## src/rtl/id_stage_pipe.sv

```systemverilog
// rtl/id_stage_pipe.sv - registered RV32I decode stage with bypass, load-use stall and flush
module id_stage_pipe #(
    parameter int          XLEN     = 32,
    parameter logic [31:0] NOP_INST = 32'h0000_0013
) (
    input  logic            clk,
    input  logic            rst_n,
    input  logic            in_valid,
    output logic            in_ready,
    input  logic [31:0]     inst_i,
    input  logic [XLEN-1:0] inst_addr_i,
    output logic [4:0]      rs1_addr_o,
    output logic [4:0]      rs2_addr_o,
    input  logic [XLEN-1:0] rs1_data_i,
    input  logic [XLEN-1:0] rs2_data_i,
    input  logic            fwd_wen_i,
    input  logic [4:0]      fwd_rd_i,
    input  logic [XLEN-1:0] fwd_data_i,
    input  logic            flush_i,
    output logic            out_valid,
    input  logic            out_ready,
    output logic [31:0]     inst_o,
    output logic [XLEN-1:0] inst_addr_o,
    output logic [XLEN-1:0] op1_o,
    output logic [XLEN-1:0] op2_o,
    output logic [4:0]      rd_addr_o,
    output logic            reg_wen_o,
    output logic [XLEN-1:0] base_addr_o,
    output logic [XLEN-1:0] offset_addr_o,
    output logic            mem_ren_o,
    output logic            mem_wen_o,
    output logic            illegal_o
);

    localparam logic [6:0] OP_LUI    = 7'b0110111;
    localparam logic [6:0] OP_AUIPC  = 7'b0010111;
    localparam logic [6:0] OP_JAL    = 7'b1101111;
    localparam logic [6:0] OP_JALR   = 7'b1100111;
    localparam logic [6:0] OP_BRANCH = 7'b1100011;
    localparam logic [6:0] OP_LOAD   = 7'b0000011;
    localparam logic [6:0] OP_STORE  = 7'b0100011;
    localparam logic [6:0] OP_IALU   = 7'b0010011;
    localparam logic [6:0] OP_RALU   = 7'b0110011;

    function automatic logic [XLEN-1:0] sext(input logic [31:0] v);
        return XLEN'($signed(v));
    endfunction

    logic [6:0] opcode;
    logic [2:0] funct3;
    logic [4:0] rd_f, rs1_f, rs2_f;
    logic [XLEN-1:0] imm_i, imm_s, imm_b, imm_j, imm_u;

    assign opcode = inst_i[6:0];
    assign funct3 = inst_i[14:12];
    assign rd_f   = inst_i[11:7];
    assign rs1_f  = inst_i[19:15];
    assign rs2_f  = inst_i[24:20];
    assign imm_i  = sext({{20{inst_i[31]}}, inst_i[31:20]});
    assign imm_s  = sext({{20{inst_i[31]}}, inst_i[31:25], inst_i[11:7]});
    assign imm_b  = sext({{19{inst_i[31]}}, inst_i[31], inst_i[7], inst_i[30:25], inst_i[11:8], 1'b0});
    assign imm_j  = sext({{11{inst_i[31]}}, inst_i[31], inst_i[19:12], inst_i[20], inst_i[30:21], 1'b0});
    assign imm_u  = sext({inst_i[31:12], 12'b0});

    logic is_lui, is_auipc, is_jal, is_jalr, is_branch, is_load, is_store, is_ialu, is_ralu;
    logic use_rs1, use_rs2, is_illegal, is_shift;

    // classify the incoming instruction; unsupported opcode/func3 leaves every class low
    always_comb begin
        is_lui    = 1'b0;
        is_auipc  = 1'b0;
        is_jal    = 1'b0;
        is_jalr   = 1'b0;
        is_branch = 1'b0;
        is_load   = 1'b0;
        is_store  = 1'b0;
        is_ialu   = 1'b0;
        is_ralu   = 1'b0;
        case (opcode)
            OP_LUI:    is_lui    = 1'b1;
            OP_AUIPC:  is_auipc  = 1'b1;
            OP_JAL:    is_jal    = 1'b1;
            OP_JALR:   is_jalr   = 1'b1;
            OP_BRANCH: is_branch = (funct3 != 3'd2) && (funct3 != 3'd3);
            OP_LOAD:   is_load   = (funct3 != 3'd3) && (funct3 != 3'd6) && (funct3 != 3'd7);
            OP_STORE:  is_store  = (funct3 <= 3'd2);
            OP_IALU:   is_ialu   = 1'b1;
            OP_RALU:   is_ralu   = 1'b1;
            default:   ;
        endcase
    end

    assign use_rs1    = is_ialu | is_ralu | is_branch | is_jalr | is_load | is_store;
    assign use_rs2    = is_ralu | is_branch | is_store;
    assign is_illegal = ~(use_rs1 | is_lui | is_auipc | is_jal);
    assign is_shift   = (funct3[1:0] == 2'b01);
    assign rs1_addr_o = use_rs1 ? rs1_f : 5'd0;
    assign rs2_addr_o = use_rs2 ? rs2_f : 5'd0;

    logic [XLEN-1:0] rs1_val, rs2_val;

    assign rs1_val = (rs1_addr_o == 5'd0) ? '0 :
                     (fwd_wen_i && fwd_rd_i == rs1_addr_o) ? fwd_data_i : rs1_data_i;
    assign rs2_val = (rs2_addr_o == 5'd0) ? '0 :
                     (fwd_wen_i && fwd_rd_i == rs2_addr_o) ? fwd_data_i : rs2_data_i;

    logic [XLEN-1:0] d_op1, d_op2, d_base, d_off;
    logic [4:0]      d_rd;
    logic            d_wen, d_mren, d_mwen;

    // per-format operand, address and control selection; illegal keeps all fields zero
    always_comb begin
        d_op1  = '0;
        d_op2  = '0;
        d_base = '0;
        d_off  = '0;
        d_rd   = 5'd0;
        d_wen  = 1'b0;
        d_mren = 1'b0;
        d_mwen = 1'b0;
        if (is_ialu) begin
            d_op1 = rs1_val;
            d_op2 = is_shift ? XLEN'(rs2_f) : imm_i;
            d_rd  = rd_f;
            d_wen = 1'b1;
        end else if (is_ralu) begin
            d_op1 = rs1_val;
            d_op2 = is_shift ? XLEN'(rs2_val[4:0]) : rs2_val;
            d_rd  = rd_f;
            d_wen = 1'b1;
        end else if (is_branch) begin
            d_op1  = rs1_val;
            d_op2  = rs2_val;
            d_base = inst_addr_i;
            d_off  = imm_b;
        end else if (is_jal || is_jalr) begin
            d_op1  = inst_addr_i;
            d_op2  = XLEN'(4);
            d_base = is_jal ? inst_addr_i : rs1_val;
            d_off  = is_jal ? imm_j : imm_i;
            d_rd   = rd_f;
            d_wen  = 1'b1;
        end else if (is_lui || is_auipc) begin
            d_op1 = imm_u;
            d_op2 = is_auipc ? inst_addr_i : '0;
            d_rd  = rd_f;
            d_wen = 1'b1;
        end else if (is_load) begin
            d_base = rs1_val;
            d_off  = imm_i;
            d_rd   = rd_f;
            d_wen  = 1'b1;
            d_mren = 1'b1;
        end else if (is_store) begin
            d_op2  = rs2_val;
            d_base = rs1_val;
            d_off  = imm_s;
            d_mwen = 1'b1;
        end
    end

    logic       trk_valid;
    logic [4:0] trk_rd;
    logic       stall, accept, load_handoff;

    assign stall        = trk_valid && ((rs1_addr_o == trk_rd) || (rs2_addr_o == trk_rd));
    assign in_ready     = (!out_valid || out_ready) && !stall && !flush_i;
    assign accept       = in_valid && in_ready;
    assign load_handoff = out_valid && out_ready && mem_ren_o && (rd_addr_o != 5'd0);

    // remember a load's destination for the one cycle after ex takes it
    always_ff @(posedge clk or negedge rst_n) begin
        if (!rst_n) begin
            trk_valid <= 1'b0;
            trk_rd    <= 5'd0;
        end else begin
            trk_valid <= load_handoff && !flush_i;
            trk_rd    <= rd_addr_o;
        end
    end

    // output register: flush kills, accept loads, a consumed entry empties to NOP
    always_ff @(posedge clk or negedge rst_n) begin
        if (!rst_n) begin
            out_valid     <= 1'b0;
            inst_o        <= NOP_INST;
            inst_addr_o   <= '0;
            op1_o         <= '0;
            op2_o         <= '0;
            rd_addr_o     <= 5'd0;
            reg_wen_o     <= 1'b0;
            base_addr_o   <= '0;
            offset_addr_o <= '0;
            mem_ren_o     <= 1'b0;
            mem_wen_o     <= 1'b0;
            illegal_o     <= 1'b0;
        end else if (flush_i) begin
            out_valid <= 1'b0;
            inst_o    <= NOP_INST;
        end else if (accept) begin
            out_valid     <= 1'b1;
            inst_o        <= inst_i;
            inst_addr_o   <= inst_addr_i;
            op1_o         <= d_op1;
            op2_o         <= d_op2;
            rd_addr_o     <= d_rd;
            reg_wen_o     <= d_wen;
            base_addr_o   <= d_base;
            offset_addr_o <= d_off;
            mem_ren_o     <= d_mren;
            mem_wen_o     <= d_mwen;
            illegal_o     <= is_illegal;
        end else if (out_valid && out_ready) begin
            out_valid <= 1'b0;
            inst_o    <= NOP_INST;
        end
    end

endmodule

```

## config.mk

```make
export PLATFORM = sky130hd
export DESIGN_NAME = id_stage_pipe
export DESIGN_NICKNAME = d
export VERILOG_FILES = /design/src/rtl/id_stage_pipe.sv
export SDC_FILE = /design/constraint.sdc
export NUM_CORES = 1
export LEC_CHECK = 0
export BUFFER_PORTS_ARGS = -buffer_cell sky130_fd_sc_hd__buf_2
export CORE_AREA = 2 2 149 151
export CTS_CLUSTER_SIZE = 10
export DETAILED_ROUTE_END_ITERATION = 6
export DIE_AREA = 0 0 151 153
export PLACE_DENSITY_LB_ADDON = 0.3
export SYNTH_ARGS = -nofsm -noshare
export SYNTH_HDL_FRONTEND = slang
export SYNTH_SLANG_ARGS = --single-unit
```

## constraint.sdc

```tcl
create_clock -name clk -period 2.9 [get_ports clk]
set_clock_uncertainty 0.05 [all_clocks]
set_input_delay 0.29 -clock clk [delete_from_list [all_inputs] [get_ports clk]]
set_output_delay 0.29 -clock clk [all_outputs]
set_load 0.02 [all_outputs]
```

; After elaboration in Yosys (flattened, before gate mapping)
; Cells that the tools add are included.
[classes]
n_lt_le_gt_ge = 1
n_eq_ne = 18
n_mux = 76
bitwise_logic = 12
n_reduce_logical = 25
[op_table]
columns = op, count
row1 = $mux W32, 37
row2 = $mux W5, 8
row3 = $mux W1, 30
row4 = $eq A7 B6 Y1 const B, 3
row5 = $eq A7 B7 Y1 const B, 3
row6 = $eq A5 B5 Y1, 4
row7 = $mux W20, 1
row8 = $eq A7 B5 Y1 const B, 2
row9 = $logic_and A1 B1 Y1, 13
row10 = $logic_not A5 Y1, 2
row11 = $or A1 B1 Y1, 10
row12 = $eq A7 B2 Y1 const B, 1
row13 = $ne A3 B2 Y1 const B, 2
row14 = $ne A3 B3 Y1 const B, 2
row15 = $reduce_bool A5 Y1, 1
row16 = $logic_or A1 B1 Y1, 4
row17 = $le A3 B2 Y1 const B, 1
row18 = $logic_not A1 Y1, 3
row19 = $reduce_bool A3 Y1, 1
row20 = $eq A2 B1 Y1 const B, 1
row21 = $not A1 Y1, 2
row22 = $reduce_and A2 Y1, 1
[totals]
regBits = 208
inputBits = 171
out_inout_bits = 213
word_cells = 146

; Logic depth before layout (Yosys ltp)
; Gate-level depths: netlist of the first run.
[depth]
depth_word = 19
mapped_depth = 14
ltp_nobuf = 9

; Least setup slack after synthesis of the first run
; OpenSTA, ideal clock, no wires.
[synth_timing]
path_type = input port to flip-flop
from = in inst_i[3]
to = reg op2_o[2]
setup_ns = 0.130
t_arrival_ns = 2.636
required_time_ns = 2.720
setup_slack_ns = 0.084
cell_stages = 10
path_buffers = 2
cell_sequence = and4bb_4 nand3_1 buf_2 a31oi_1 xnor2_1 o2111ai_1 buf_4 mux2_2 a211oi_1 o21ai_0
[synth_via]
elab_chain_cells = 16
word_cells_on_any_way = 52
classes_between = eq/ne: 12 / mux: 22 / bitwise: 7 / reduce/logical: 11
[synth_lines]
columns = item, line_no
row1 = start: declaration, 10  ; input logic [31:0] inst_i,
row2 = $eq A7 B6 Y1 / $eq A7 B7 Y1 (equally long branches), 79  ; case (opcode)
row3 = $mux W1, 79
row4 = $or A1 B1 Y1, 94  ; assign use_rs2 = is_ralu | is_branch | is_store;
row5 = $or A1 B1 Y1 (*), 94
row6 = $mux W5 (*), 98  ; assign rs2_addr_o = use_rs2 ? rs2_f : 5'd0;
row7 = named net rs2_addr_o[0], 13  ; output logic [4:0] rs2_addr_o,
row8 = $eq A5 B5 Y1, 105  ; (fwd_wen_i && fwd_rd_i == rs2_addr_o) ? fwd_data_i : rs2_data_i;
row9 = $logic_and A1 B1 Y1, 105
row10 = $mux W32, 105
row11 = $mux W32, 104  ; assign rs2_val = (rs2_addr_o == 5'd0) ? '0 :
row12 = $mux W32, 154  ; end else if (is_store) begin
row13 = $mux W32, 148  ; end else if (is_load) begin
row14 = $mux W32, 143  ; end else if (is_lui || is_auipc) begin
row15 = $mux W32, 136  ; end else if (is_jal || is_jalr) begin
row16 = $mux W32, 131  ; end else if (is_branch) begin
row17 = $mux W32, 126  ; end else if (is_ralu) begin
row18 = $mux W32, 121  ; if (is_ialu) begin
row19 = end signal: assignment, 205  ; op2_o <= d_op2;
row20 = end: declaration, 25  ; output logic [XLEN-1:0] op2_o,
; The timed path passes the listed nets; every way through them passes the cells marked *.
; A chain may end at the register's enable or synchronous reset.

; Worst setup path in the final report of the first run
[layout_timing]
from = in inst_i[14]
to = reg base_addr_o[3]
[layout_via]
elab_chain_cells = 19
word_cells_on_any_way = 41
classes_between = order compare: 1 / eq/ne: 7 / mux: 15 / bitwise: 6 / reduce/logical: 12
[layout_lines]
columns = item, line_no
row1 = $ne A3 B2 Y1 (on tied branches), "84, 85"
row2 = $logic_and A1 B1 Y1, 84  ; OP_BRANCH: is_branch = (funct3 != 3'd2) && (funct3 != 3'd3);
row3 = $mux W1, 79
row4 = $or A1 B1 Y1 (4 in series), 93  ; assign use_rs1 = is_ialu | is_ralu | is_branch | is_jalr | is_load | is_store;
row5 = $mux W5, 97  ; assign rs1_addr_o = use_rs1 ? rs1_f : 5'd0;
row6 = $eq A5 B5 Y1, 103  ; (fwd_wen_i && fwd_rd_i == rs1_addr_o) ? fwd_data_i : rs1_data_i;
row7 = $logic_and A1 B1 Y1, 103
row8 = $mux W32, 103
row9 = $mux W32, 102  ; assign rs1_val = (rs1_addr_o == 5'd0) ? '0 :
row10 = $mux W32, 154
row11 = $mux W32, 148
row12 = $mux W32, 143
row13 = $mux W32, 136
row14 = $mux W32, 131
row15 = $mux W32, 126
row16 = $mux W32, 121
row17 = end signal: assignment, 208  ; base_addr_o <= d_base;
row18 = end: declaration, 28  ; output logic [XLEN-1:0] base_addr_o,
; Several ways; a longest one is shown, not always the timed one.

==> results of run 1 <==
==> cells in the mapped netlist, types with 5 or more instances <==
cell,n,area [µm²]
a222oi_1,21,210
o21ai_0,77,385
nor2_1,42,158
a21o_1,10,75.1
inv_1,16,60.1
a31oi_1,8,50.1
and3_1,5,31.3
nand3_1,48,240
dfrtp_1,194,4850
buf_4,12,90.1
buf_6,6,67.6
a21oi_1,14,70.1
mux2_4,17,255
mux2_2,8,90.1
a221oi_1,17,149
clkbuf_1,51,191
a22oi_1,19,143
a211oi_1,12,90.1
buf_1,6,22.5
buf_2,19,95.1
nand2_1,290,1090
o22a_1,21,184
nand2b_1,6,37.5
and2_1,8,50.1
mux2i_1,40,400
a2bb2oi_1,23,201
o21ai_1,44,220
==> logic make-up after synthesis <==
logic type | count (synthesis) | share of synthesized area (%)
xor gates and xnor gates | 5 | 0.437
and+or+nand+nor | 424 | 18.1
muxes | 65 | 7.44
DFF | 197 | 49.2
buffers and inverters | 110 | 5.25
AOI/OAI and AO/OA | 286 | 19.6
==> worst min-delay path by stage <==
stage	startpoint	to	slack [ns]	cells after the start
3_3_place_gp	rst_n	inst_addr_o[22]	0.28	1
3_5_place_dp	rst_n	inst_addr_o[22]	0.27	1
5_1_grt	inst_i[11]	inst_o[11]	0.04	3
2_1_floorplan	rst_n	base_addr_o[0]	-0.06	0
4_1_cts	inst_addr_i[18]	inst_addr_o[18]	0.04	3
6_report	inst_i[11]	inst_o[11]	0.05	3
==> power by group through the flow <==
stage / combinational (mW) / sequential, mW / clock [mW]
5_1_grt: 1.37 / 3.05 / 2.54
4_1_cts: 1.28 / 3.02 / 2.45
3_5_place_dp: 1.28 / 3.07 / 0
2_1_floorplan: 0.395 / 3.30 / 0
3_3_place_gp: 1.26 / 3.07 / 0
6_report: 1.28 / 3.03 / 2.41
==> metrics by stage <==
step | TNS (ns) | setup slack, ns | std cells | hold WS [ns]
finish | 0 | 0.178 | 1776 | 0.0510
global route | 0 | 0.0489 | 1776 | 0.0376
CTS | 0 | 0.214 | 1771 | 0.0357
detailed placement | -5.26 | -0.208 | 1738 | 0.273
global placement | -1.45 | -0.0834 | 1738 | 0.275
floorplan | 0 | 0.0843 | 1087 | -0.0556
==> cell type report <==
class | count | area (µm²) | share of cell area [%]
Sequential cell | 197 | 4930 | 37.0
Antenna cell | 5 | 12.5 | 0.0937
Clock inverter | 14 | 161 | 1.21
Tap cell | 280 | 350 | 2.62
Clock buffer | 18 | 429 | 3.22
Timing Repair Buffer | 466 | 2780 | 20.8
Multi-Input combinational cell | 780 | 4620 | 34.6
Inverter | 16 | 60.1 | 0.450
==> registers in the layout, indices dropped and copies added (netlist names) <==
register and flops:
op2_o 32, op1_o 32, mem_wen_o 1, out_valid 1, base_addr_o 32, inst_addr_o 32
rd_addr_o 5, illegal_o 1, reg_wen_o 1, offset_addr_o 21, mem_ren_o 1, inst_o 32
trk_rd 5, trk_valid 1
==> what timing repair did <==
action | CTS | global route
endpoints found under the setup margin | 0 | 0
endpoints found under the hold margin | 58 | 0
hold buffers | 1 | 0
==> routing by layer <==
metal / share of wire (%) / track usage, % / vias to the layer above
li1: - / - / 4632
met1: 40 / 43.9 / 4969
met2: 46 / 53.5 / 570
met3: 9.3 / 7.34 / 106
met4: 4.5 / 14.7 / 0
met5: 0 / 0 / -
==> worst register-to-register path: stages (launching register included) <==
cell and delay, ns:
dfrtp_1 0.42, xnor2_1 0.14, o221ai_1 0.13, a221o_1 0.31
a21oi_1 0.14, o21ai_1 0.12, nand4_1 0.17, buf_4 0.19
buf_4 0.28, nand3_1 0.13, nand2_1 0.09
==> flow_summary.yaml, run 1 <==
synthesis:
  synth_instances: 1087
  synth_edf_count: 0
  seq_area_frac_synth_pct: 49.2
  post_synth.cell_area_avg_um2: 9.23
  synthFlopType: "dfrtp_1"
  ys_ff_latch: 197
  yosysUniqueCellTypes: 59
  nets_in_the_synthesized_netlist: 1258
  synthesis.area_um2: 10000
  postSynth.asyncResetShare_pct: 100
  yosysWarnings: 0
setup_path:
  regToRegEndpoint: "inst_o[2]"
  crit_path_top_delay_cell: "a2111oi_4"
  critical_path.startpoint_type: "input pin"
  cp_slowest_stage_delay_ns: 0.39
  cell_occurring_most_often_along_the_worst_timing_path: "buf_4"
  worst_setup_path_startpoint: "inst_i[14]"
  cp-endpoint: "base_addr_o[3]"
  reg2regPathDepth: 10
  regToRegSetupSlack_ns: 0.68
  crit-reg2reg-launch: "trk_rd[2]"
  crit_cells: 13
  critical-path-top-delay-family: "compound AO/OA/AOI/OAI gates"
  path_class: "in -> reg"
  cp-end-kind: "register"
  critical_path.max_fanout: 12
  required_ns: 3.16
  critical_path_buf_inv_count: 4
  worst-endpoint-arrival_ns: 2.99
  crit_chain: "buf_2, o21a_1, a2111oi_4, o21ai_2, o21bai_1, buf_4, nor4b_4, o21ai_4, buf_4, buf_4, mux2i_1, a2bb2oi_1, o21ai_1"
job:
  maxCapViolCount: 0
route:
  detail_routed_via_count_per_cell: 5.79
  drtIter0Drc: 952
  dr.pass1.iters: 7
  detailroute.via_count: 10277
  drt-wirelength-per-cell_um: 22.0
  antenna_violating_nets_post_route: 0
  drc: 0
  totalWireLength_um: 39100
timing:
  setup-violations-final: 0
  fin_crit_sh_pct: 93.9
  fmax_achieved_mhz: 367
  timing.final.crit_period_ns: 2.72
  worst_slew_pin_slew_ns: 0.690
  rsz0062_at_grt: "false"
  worst_slew_margin_rel_pct: 53.6
  timing_max_transition_violations_final: 0
  finalHoldViolCount: 0
final_layout:
  final_design_area_no_fill_um2: 13300
  layout-area-overhead-vs-synth_pct: 33.1
  fillCellCount: 1882
  leading_cell_types_in_the_layout_fill_and_taps_excluded: "buf_2, nand2_1, dfrtp_1, o21ai_0, buf_4"
  layout.cells.most_common: "buf_2"
  nets: 1649
  post-route-util_pct: 62.1
  post_route_cells_drive_above_1_share_pct: 36.4
clock_tree:
  clk_pin_slew_worst_paths_ns: 0.08
  clk_path_buf_depth: 2
  cts.sinks: 197
  htree_num_levels: 4
  tritoncts_buffer_count: 17
  tritoncts: "built"
  cts_root_buffer: "clkbuf_16"
  clk-insertion-delay-late_ns: 0.43
  cts_resized: 0
  cts_setup_buffers: 0
floorplan:
  dieHeight_um: 153
  io_pins: 384
  die_w_um: 151
  fp.coreArea_um2: 21500
  fp-row-count: 54
  initial_utilization_pct: 46.7
  die-area_um2: 23100
pwr:
  leakagePower_nw: 7.27
  power_frac_comb_pct: 19.1
  power_switching_mw: 2.10
  irDropWorstVdd_v: 0.000362
  cell_internal_pwr_mw: 4.62
  power_per_cell_area_nw_per_um2: 504
  p_seq_share_pct: 45.0
  post-layout-total-power_mw: 6.72
  pwr-share-clk_pct: 35.9
  sw_frac_of_total_pct: 31.2
global_routing:
  antenna_found_initial: 5
  first_global_vias: 9869
  grt_util_all_layers_pct: 33.5
  grt_pass1_wl_um: 58500
  grt.overflow.total: 0
  grt_start_max_net_pins: 63
outcome:
  outcome: "finished clean"
placement:
  globalplace.congestion: 0.975
  place_hpwl_um: 29600
  placement.io_buffers: 383
  detailed_place.area_um2: 12700
min_path:
  worst_hold_path_class: "in -> reg"
Note: power is estimated with default switching activity, not from simulation.
==> inputs of run 2 (changes only) <==
- ABC_AREA: unset -> 1
- CORE_AREA: 2 2 149 151 -> unset
- CORE_UTILIZATION: unset -> 51
- DIE_AREA: 0 0 151 153 -> unset
==> run 2 against run 1 <==
Against the previous run:
- fmax rose by 6.8%
- setup slack better by 0.17 ns
- worst hold slack gained 0.0010 ns
- count of clock-buffer cells in the layout is 1 higher
- critical path depth up 2
- sequential power decreased by 1%
- synthesized area rose by 13%
- sequential share of layout area decreased by 2.4 points
- sequential cell count did not move
- register-to-register slack better by 0.04 ns
- combinational power shrank 3%
- critical path type is now in -> out
- critical endpoint is now in_ready
- highest routed layer unchanged
==> flow_summary.yaml, run 2 <==
setup_path:
  critical_path.startpoint_type: "input pin"
  path_class: "in -> out"
  critical_path.max_fanout: 15
  required_ns: 2.56
  cp-end-kind: "output pin"
  reg2regPathDepth: 12
  worst-endpoint-arrival_ns: 2.21
floorplan:
  fp.coreArea_um2: 21800
  die_w_um: 151
  fp-row-count: 54
  initial_utilization_pct: 51.9
  dieHeight_um: 151
  die-area_um2: 22700
  io_pins: 384
synthesis:
  yosys-top-cells-area: "dfrtp_1, nand2_1, o21ai_0"
  synthesis.area_um2: 11300
  nets_in_the_synthesized_netlist: 1782
  post_synth.cell_area_avg_um2: 7.01
  synth_top_cell_area_share_pct: 43.0
  yosysUniqueCellTypes: 39
  yosys-top-cells-count: "nand2_1, dfrtp_1, inv_1"
  seq_area_frac_synth_pct: 43.7
  synth_edf_count: 0
  synth_instances: 1611
  synth_top_area_cell: "dfrtp_1"
  yosysWarnings: 0
  postSynth.asyncResetShare_pct: 100
  synth_most_common_cell: "nand2_1"
  ys_ff_latch: 197
  synthFlopType: "dfrtp_1"
timing:
  finalHoldViolCount: 0
  fmax_achieved_mhz: 392
  rsz0062_at_grt: "false"
  timing.final.crit_period_ns: 2.55
  timing_max_transition_violations_final: 0
  fin_crit_sh_pct: 87.9
  worst_slew_margin_rel_pct: 54.6
  worst_slew_pin_slew_ns: 0.681
  setup-violations-final: 0
placement:
  place_hpwl_um: 37200
  detailed_place.area_um2: 13700
  placement.io_buffers: 383
  globalplace.congestion: 1.01
clock_tree:
  clk_pin_slew_worst_paths_ns: 0.08
  cts_root_buffer: "clkbuf_16"
  tritoncts_buffer_count: 17
  clk-insertion-delay-late_ns: 0.45
  htree_num_levels: 4
  tritoncts: "built"
  cts.sinks: 197
  clk_path_buf_depth: 2
global_routing:
  global_route.usage.met3_pct: 11.5
  antenna_found_initial: 3
  grt.overflow.total: 0
  first_global_vias: 11828
  grt_util_all_layers_pct: 43.7
  gr-usage-met2_pct: 65.0
  top_usage_layer: "met2"
  grt_pass1_wl_um: 72200
  grt_start_max_net_pins: 77
  grtUsageMet1_pct: 58.3
final_layout:
  nets: 2143
  post_route_cells_drive_above_1_share_pct: 25.4
  layout.cells.most_common: "nand2_1"
  post-route-util_pct: 65.6
  leading_cell_types_in_the_layout_fill_and_taps_excluded: "nand2_1, buf_2, dfrtp_1, inv_1, o21ai_0"
  layout-area-overhead-vs-synth_pct: 26.4
  final_design_area_no_fill_um2: 14300
pwr:
  pwr-share-clk_pct: 35.8
  p_seq_share_pct: 45.4
  power_switching_mw: 2.16
  power_per_cell_area_nw_per_um2: 461
  power_frac_comb_pct: 18.8
  cell_internal_pwr_mw: 4.43
  leakagePower_nw: 8.50
  irDropWorstVdd_v: 0.000319
  sw_frac_of_total_pct: 32.7
route:
  detailroute.via_count: 13019
  dr.pass1.iters: 6
  antenna_violating_nets_post_route: 0
  totalWireLength_um: 49400
  detail_routed_via_count_per_cell: 5.75
  drtIter0Drc: 1532
  drc: 0
  drt-wirelength-per-cell_um: 21.8
outcome:
  outcome: "finished clean"
job:
  maxCapViolCount: 0
min_path:
  worst_hold_path_class: "in -> reg"
  hold_path_depth: 3
==> run 2: cell count changes in the layout (fill, tap and decap cells not counted), moves of 20 or more <==
cell       delta
o21ai_1      -26
nand4_1      +20
buf_4        -20
nand3_1      +52
nand2_1     +273
a222oi_1     -21
a2bb2oi_1    -23
nor2_1       +38
o22a_1       -21
o22ai_1      +36
mux2i_1      -40
a21oi_1      +40
o21ai_0      +79
inv_1       +165
==> run 2: metrics by stage <==
stage	power (mW)	cells	setup WS, ns	hold slack, ns	setup TNS, ns
after detailed placement	4.25	2232	-0.00904	0.307	-0.00904
after CTS	6.57	2264	0.369	0.0415	0
after global routing	6.80	2266	0.157	0.0630	0
final	6.58	2266	0.350	0.0520	0
after global placement	4.24	2232	0.0890	0.309	0
after floorplan	3.63	1611	0.602	-0.0556	0
==> run 2: layout make-up <==
type	instances	area, µm²
fill	2006	7490
multi-input combinational	1120	5130
sequential	197	4930
timing repair buffer	443	2570
inverter	193	726
clock buffer	19	443
tap	280	350
clock inverter	12	114
antenna	2	5.00
==> run 2: what timing repair did <==
| item | 4_1_cts | 5_1_grt |
|---|---|---|
| gates resized for setup | 0 | 0 |
| hold buffers | 1 | 0 |
| buffers inserted | 0 | 0 |
| hold endpoints to repair | 74 | 0 |
==> run 2: per-layer routing <==
layer	part of all wire, %	up-vias
li1	-	5901
met3	11	151
met1	39	6094
met4	5.4	0
met2	44	873
met5	0	-
==> run 2: critical path, stage by stage <==
cell and delay, ns:
buf_2 0.11, nand2_2 0.13, inv_2 0.06, nand2_1 0.08, nor2_1 0.06, nor2_1 0.19
nand3_2 0.30, nand2_1 0.22, xor2_1 0.16, nand3_1 0.10, nand2_1 0.12, nand2_2 0.10
nand2_1 0.11, inv_1 0.04, buf_2 0.15
==> run 2: final timing paths <==
check	from	endpoint	slack [ns]
max reg2reg	trk_rd[2]	inst_o[27]	0.72
max in group asynchronous	rst_n	inst_o[1]	1.59
min reg2reg	rd_addr_o[4]	trk_rd[4]	0.37
max	inst_i[1]	in_ready	0.35
min in group asynchronous	rst_n	inst_addr_o[10]	0.38
min	inst_i[11]	rd_addr_o[4]	0.05
==> run 2: kinds of logic after synthesis <==
kind of cell,after synthesis,share of synthesized area [%]
buffers and inverters,294,11.0
AO/OA/AOI/OAI,314,15.7
XOR/XNOR,4,0.310
AND/OR/NAND/NOR,802,29.3
flip-flops,197,43.7
==> run 2: power by group through the flow <==
| stage | sequential [mW] | combinational (mW) | clock (mW) |
|---|---|---|---|
| floorplan | 3.20 | 0.426 | 0 |
| global route | 3.00 | 1.33 | 2.46 |
| finish | 2.99 | 1.24 | 2.35 |
| CTS | 2.99 | 1.22 | 2.36 |
| detailed placement | 3.03 | 1.22 | 0 |
| global placement | 3.04 | 1.21 | 0 |
